<file path="src/rtl/vcm_pkg.sv">
// Shared types and defaults for the VCM driver I2C write transmitter.
package vcm_pkg;

  typedef enum logic [2:0] {
    ST_IDLE  = 3'd0,
    ST_START = 3'd1,
    ST_BIT   = 3'd2,
    ST_ACK   = 3'd3,
    ST_STOP  = 3'd4
  } state_t;

  localparam logic [1:0] PH_0 = 2'd0;
  localparam logic [1:0] PH_1 = 2'd1;
  localparam logic [1:0] PH_2 = 2'd2;
  localparam logic [1:0] PH_3 = 2'd3;

  localparam int         DEF_CLK_DIV  = 125;
  localparam logic [7:0] DEF_DEV_ADDR = 8'h18;

endpackage

</file>
<file path="src/rtl/i2c_tick_gen.sv">
// Quarter-bit tick divider; runs only while enabled and restarts from zero when disabled.
module i2c_tick_gen
  import vcm_pkg::*;
#(
  parameter int CLK_DIV = DEF_CLK_DIV
) (
  input  logic CLK,
  input  logic RESET,
  input  logic en,
  output logic tick
);

  localparam int            CW   = (CLK_DIV > 1) ? $clog2(CLK_DIV) : 1;
  localparam logic [CW-1:0] LAST = CW'(CLK_DIV - 1);

  logic [CW-1:0] cnt_r;

  // Divider counter, held at zero while idle so the first tick is a full period away.
  always_ff @(posedge CLK or posedge RESET) begin
    if (RESET) begin
      cnt_r <= '0;
    end else if (!en || (cnt_r == LAST)) begin
      cnt_r <= '0;
    end else begin
      cnt_r <= cnt_r + 1'b1;
    end
  end

  assign tick = en && (cnt_r == LAST);

endmodule

</file>
<file path="src/rtl/vcm_i2c_tx.sv">
// I2C write-only master sending {DEV_ADDR, VCM_DATA[15:8], VCM_DATA[7:0]} to a VCM driver.
module vcm_i2c_tx
  import vcm_pkg::*;
#(
  parameter int         CLK_DIV  = DEF_CLK_DIV,
  parameter logic [7:0] DEV_ADDR = DEF_DEV_ADDR
) (
  input  logic        CLK,
  input  logic        RESET,
  input  logic [15:0] VCM_DATA,
  input  logic        GO,
  input  logic        AUTO_EN,
  output logic        BUSY,
  output logic        DONE,
  output logic        ACK_ERR,
  output logic        I2C_SCL,
  output logic        I2C_SDA_OE,
  input  logic        I2C_SDA_IN
);

  state_t      state_r;
  logic [1:0]  phase_r;
  logic [2:0]  bit_cnt_r;
  logic [1:0]  byte_cnt_r;
  logic [15:0] tx_reg_r;
  logic [15:0] sent_reg_r;
  logic [7:0]  shift_r;
  logic        scl_r;
  logic        sda_oe_r;
  logic        busy_r;
  logic        done_r;
  logic        ack_err_r;
  logic        tick_s;
  logic        start_s;
  logic [7:0]  next_byte_s;

  // Start request and the data byte that follows the current ACK slot.
  always_comb begin
    start_s     = 1'b0;
    next_byte_s = tx_reg_r[7:0];
    if (state_r == ST_IDLE) begin
      start_s = GO || (AUTO_EN && (VCM_DATA != sent_reg_r));
    end else begin
      start_s = 1'b0;
    end
    if (byte_cnt_r == 2'd0) begin
      next_byte_s = tx_reg_r[15:8];
    end else begin
      next_byte_s = tx_reg_r[7:0];
    end
  end

  i2c_tick_gen #(.CLK_DIV(CLK_DIV)) u_tick_gen (
    .CLK   (CLK),
    .RESET (RESET),
    .en    (busy_r),
    .tick  (tick_s)
  );

  // Frame sequencer; every tick ends the current quarter-bit phase and sets the next one's bus levels.
  always_ff @(posedge CLK or posedge RESET) begin
    if (RESET) begin
      state_r    <= ST_IDLE;
      phase_r    <= PH_0;
      bit_cnt_r  <= 3'd0;
      byte_cnt_r <= 2'd0;
      tx_reg_r   <= 16'h0000;
      sent_reg_r <= 16'h0000;
      shift_r    <= 8'h00;
      scl_r      <= 1'b1;
      sda_oe_r   <= 1'b0;
      busy_r     <= 1'b0;
      done_r     <= 1'b0;
      ack_err_r  <= 1'b0;
    end else begin
      done_r <= 1'b0;
      if ((state_r != ST_IDLE) && tick_s) begin
        phase_r <= phase_r + 2'd1;
      end
      case (state_r)
        ST_IDLE: begin
          if (start_s) begin
            tx_reg_r  <= VCM_DATA;
            ack_err_r <= 1'b0;
            busy_r    <= 1'b1;
            phase_r   <= PH_0;
            scl_r     <= 1'b1;
            sda_oe_r  <= 1'b0;
            state_r   <= ST_START;
          end
        end
        ST_START: begin
          if (tick_s) begin
            case (phase_r)
              PH_0: sda_oe_r <= 1'b1;
              PH_1: scl_r    <= 1'b0;
              PH_3: begin
                state_r    <= ST_BIT;
                shift_r    <= DEV_ADDR;
                bit_cnt_r  <= 3'd7;
                byte_cnt_r <= 2'd0;
                sda_oe_r   <= ~DEV_ADDR[7];
              end
              default: ;
            endcase
          end
        end
        ST_BIT: begin
          if (tick_s) begin
            case (phase_r)
              PH_0: scl_r <= 1'b1;
              PH_2: scl_r <= 1'b0;
              PH_3: begin
                if (bit_cnt_r == 3'd0) begin
                  state_r  <= ST_ACK;
                  sda_oe_r <= 1'b0;
                end else begin
                  bit_cnt_r <= bit_cnt_r - 3'd1;
                  shift_r   <= {shift_r[6:0], 1'b0};
                  sda_oe_r  <= ~shift_r[6];
                end
              end
              default: ;
            endcase
          end
        end
        ST_ACK: begin
          if (tick_s) begin
            case (phase_r)
              PH_0: scl_r <= 1'b1;
              PH_2: begin
                scl_r <= 1'b0;
                if (I2C_SDA_IN) begin
                  ack_err_r <= 1'b1;
                end
              end
              PH_3: begin
                // A NACK skips any remaining bytes and closes the frame.
                if (ack_err_r || (byte_cnt_r == 2'd2)) begin
                  state_r  <= ST_STOP;
                  sda_oe_r <= 1'b1;
                end else begin
                  state_r    <= ST_BIT;
                  byte_cnt_r <= byte_cnt_r + 2'd1;
                  shift_r    <= next_byte_s;
                  bit_cnt_r  <= 3'd7;
                  sda_oe_r   <= ~next_byte_s[7];
                end
              end
              default: ;
            endcase
          end
        end
        ST_STOP: begin
          if (tick_s) begin
            case (phase_r)
              PH_0: scl_r    <= 1'b1;
              PH_1: sda_oe_r <= 1'b0;
              PH_3: begin
                state_r <= ST_IDLE;
                busy_r  <= 1'b0;
                done_r  <= 1'b1;
                if (!ack_err_r) begin
                  sent_reg_r <= tx_reg_r;
                end
              end
              default: ;
            endcase
          end
        end
        default: begin
          state_r  <= ST_IDLE;
          busy_r   <= 1'b0;
          scl_r    <= 1'b1;
          sda_oe_r <= 1'b0;
        end
      endcase
    end
  end

  assign BUSY       = busy_r;
  assign DONE       = done_r;
  assign ACK_ERR    = ack_err_r;
  assign I2C_SCL    = scl_r;
  assign I2C_SDA_OE = sda_oe_r;

endmodule

</file>
<file path="config.mk">
export PLATFORM = sky130hd
export DESIGN_NAME = vcm_i2c_tx
export DESIGN_NICKNAME = d
export VERILOG_FILES = /design/src/rtl/vcm_pkg.sv /design/src/rtl/i2c_tick_gen.sv /design/src/rtl/vcm_i2c_tx.sv
export SDC_FILE = /design/constraint.sdc
export NUM_CORES = 1
export LEC_CHECK = 0
export BUFFER_PORTS_ARGS = -buffer_cell sky130_fd_sc_hd__buf_4
export CAP_MARGIN = 10
export CORE_ASPECT_RATIO = 0.8
export CORE_MARGIN = 2
export CORE_UTILIZATION = 52
export DETAILED_ROUTE_END_ITERATION = 7
export PLACE_DENSITY_LB_ADDON = 0.3
export SETUP_SLACK_MARGIN = 0.15
export SLEW_MARGIN = 20
export SYNTH_ARGS = -nofsm -noshare
export SYNTH_HDL_FRONTEND = slang
export SYNTH_SLANG_ARGS = --single-unit
export TNS_END_PERCENT = 10
</file>
<file path="constraint.sdc">
create_clock -name CLK -period 5.7 [get_ports CLK]
set_input_delay 0 -clock CLK [delete_from_list [all_inputs] [get_ports CLK]]
set_output_delay 0 -clock CLK [all_outputs]
set_load 0.005 [all_outputs]
</file>
==> out/metrics.cfg <==
[setup_path]
critPathKind = flip-flop to flip-flop
cp_cell_sequence = xnor2_1 > nand4_1 > o41a_1 > o21ai_4 > mux2_2
arrival_ns = 2.65
cp_data_required_time_ns = 5.92
crit_path_max_fanout = 18
cp-end-kind = flip-flop
crit_slowest_cell = o21ai_4
r2r_slack_ns = 3.27
setup.worst_path.start_class = flip-flop
cp_slowest_stage_delay_ns = 0.62

[timing]
tns_ns = 0
finalClockSkew_ns = 0.0139
period_needed_ns = 2.43
rsz0062_at_grt = no
hold_ws_ns = 0.0891
finalHoldViolCount = 0
setup_slack_ns = 3.27
relSlewSlack_pct = 42.8
period_share_pct = 42.7
tightest_slew_ns = 0.857
fmax_mhz = 411
slew_violations = 0
setup_viol = 0

[grt]
grt.total_usage_pct = 20.7
grt-ovfl-total = 0
grt_pass1_vias = 2114
grt_pass1_wl_um = 10400
antenna_found_initial = 0
grt_start_max_net_pins = 62

[routing]
firstDrtPassIters = 4
viasPerCell = 5.33
detail-route-antenna-nets = 0
route.vias.total = 2154
drtIter0Drc = 163
wl_per_cell_um = 15.2
drcViolationCount = 0
totalWireLength_um = 6130

[synth]
synth_top_area_share_pct = 48.1
synth_ff_type = dfrtp_1
yosysWarnings = 0
netlist_area_sq_um = 3120
synth_cell_types = 44
seq_area_frac_synth_pct = 48.9
synth_common_cells = dfrtp_1 (60), mux2_2 (28), nor2_1 (20)
syn-instance-count = 274
synth_area_leader_cell = dfrtp_1
yosysMostFrequentCell = dfrtp_1
ys_ff_latch = 61
synth_area_leaders = dfrtp_1 (48%), mux2_2 (10%), xnor2_1 (4.8%), ha_1 (4.0%), mux2_4 (3.8%)
async_flop_share_pct = 100
synth_edf_count = 0
synth.net_count = 305
avgSynthCellArea_sq_um = 11.4

[pwr]
seqPwrFrac_pct = 46.1
p_switching_uw = 203
cellPowerDensity_nw_per_um2 = 263
clockPowerShare_pct = 46.9
ir_drop_v = 0.000195
p_comb_share_pct = 6.9
p_leak_uw = 0.00177
netSwitchingFraction_pct = 20.5
p_int_uw = 789

[cts]
clkLatencyLatePin_ns = 0.34
numCtsBuffers = 9
htreeDepth = 3
cts_tree = built
clockBufferDepth = 2
clk_pin_slew_worst_paths_ns = 0.08
clock_sinks = 61
cts_root_buf = clkbuf_8

[placed_design]
dp_slack_ns = 3.27
dp_cells = 371
gp_congestion = 0.811
post_dp_cell_area_sq_um = 3360
dp_hpwl_um = 4100
io_buffers = 25

[cells_and_area]
synthToLayoutAreaGrowth_pct = 20.6
nets = 349
nFillCells = 459
regArea_sq_um = 1530
fin_cells = 404
n_antenna_cell = 0
layout-drive-gt1-share_pct = 25.4
multi_input_comb_area_sq_um = 1470
final_area_sq_um = 3770

[die]
die_x_um = 90.6
start_util_pct = 53.4
die_area_sq_um = 6650
core-area_sq_um = 5850
ios = 26
rows = 25
die_height_um = 73.3

[worst_hold_path]
worstHoldPathType = input pin to flip-flop

[job]
cap_violations = 0

[outcome]
status = completed

[power groups by stage]
| stage | Combinational [uW] | Clock (uW) | Sequential, uW |
|---|---|---|---|
| final | 68.7 | 466 | 458 |
| after global routing | 75.7 | 496 | 459 |
| after CTS | 69.5 | 475 | 458 |
| after detailed placement | 59.6 | 0 | 466 |
| after global placement | 58.3 | 0 | 465 |
| after floorplan | 36.0 | 0 | 461 |
[cell usage in the layout (no fill, tap or decap), types with 2 or more instances in the layout]
| cell type | n |
|---|---|
| a21oi_1 | 7 |
| a31oi_1 | 5 |
| and3_1 | 5 |
| buf_4 | 26 |
| bufinv_16 | 3 |
| clkbuf_1 | 2 |
| clkbuf_8 | 10 |
| dfrtp_1 | 60 |
| dlygate4sd3_1 | 17 |
| ha_1 | 10 |
| inv_1 | 16 |
| mux2_2 | 28 |
| mux2_4 | 8 |
| mux2i_1 | 7 |
| nand2_1 | 18 |
| nand3_1 | 4 |
| nand4_1 | 7 |
| nor2_1 | 20 |
| nor2b_1 | 2 |
| nor3_1 | 5 |
| o2111ai_1 | 5 |
| o21a_1 | 3 |
| o21ai_0 | 11 |
| o221ai_1 | 2 |
| or3_1 | 2 |
| xnor2_1 | 17 |
| xor2_1 | 4 |
[critical path, delay by kind of cell (launching register included)]
kind | cells | cell delay, ns
compound gates | 2 | 1.13
xor+xnor | 1 | 0.17
flops | 1 | 0.39
mux | 1 | 0.42
simple gates | 1 | 0.20
[area by class of cell]
| type | count | share of cell area [%] |
|---|---|---|
| Sequential cell | 61 | 40.6 |
| Multi-Input combinational cell | 186 | 39.0 |
| Clock buffer | 12 | 3.85 |
| Timing Repair Buffer | 43 | 9.70 |
| Inverter | 17 | 1.69 |
| Clock inverter | 4 | 2.52 |
| Tap cell | 81 | 2.69 |
[final timing paths]
| check | start | to | cells past startpoint |
|---|---|---|---|
| max reg2reg | sent_reg_r[2] | tx_reg_r[14] | 5 |
| min in group asynchronous | RESET | tx_reg_r[7] | 4 |
| min reg2reg | bit_cnt_r[0] | bit_cnt_r[0] | 1 |
| max in group asynchronous | RESET | tx_reg_r[8] | 4 |
| min | I2C_SDA_IN | ACK_ERR | 4 |
| max | sent_reg_r[2] | tx_reg_r[14] | 5 |
[timing repair]
| action | 4_1_cts | 5_1_grt |
|---|---|---|
| endpoints found under the hold margin | 76 | 0 |
| hold buffers | 17 | 0 |
| setup buffers | 0 | 0 |
| gates resized for setup | 0 | 0 |
[flip-flops by register name (all words and copies together) (netlist names), 2 cells and up]
signal and cells:
shift_r 7, phase_r 2, state_r 3, tx_reg_r 16, bit_cnt_r 3, byte_cnt_r 2
sent_reg_r 16, u_tick_gen.cnt_r 7
[cells by family after synthesis]
family	Yosys count	synth area share, %
AO/OA/AOI/OAI	43	9.98
XOR/XNOR	21	5.89
adder cells (fa/ha/maj)	10	4.01
buffers and inverters	27	4.05
flip-flops	61	48.9
multiplexers	43	16.2
AND/OR/NAND/NOR	69	11.0
[per-stage QoR]
step	utilization [%]	total power [uW]
final	64.4	993
after global routing	64.4	1030
after CTS	64.4	1000
after detailed placement	57.4	525
after global placement	57.4	523
after floorplan	-	497
[routing by layer]
metal  up-vias  wire length (um)  track usage (%)
met4         0                47             5.81
met5         -                 0                0
met1      1046              3040             27.6
met2        41              2830             33.0
li1       1061                 -                -
met3         6               214             6.67
No activity file was read; power rests on OpenSTA's default activity.
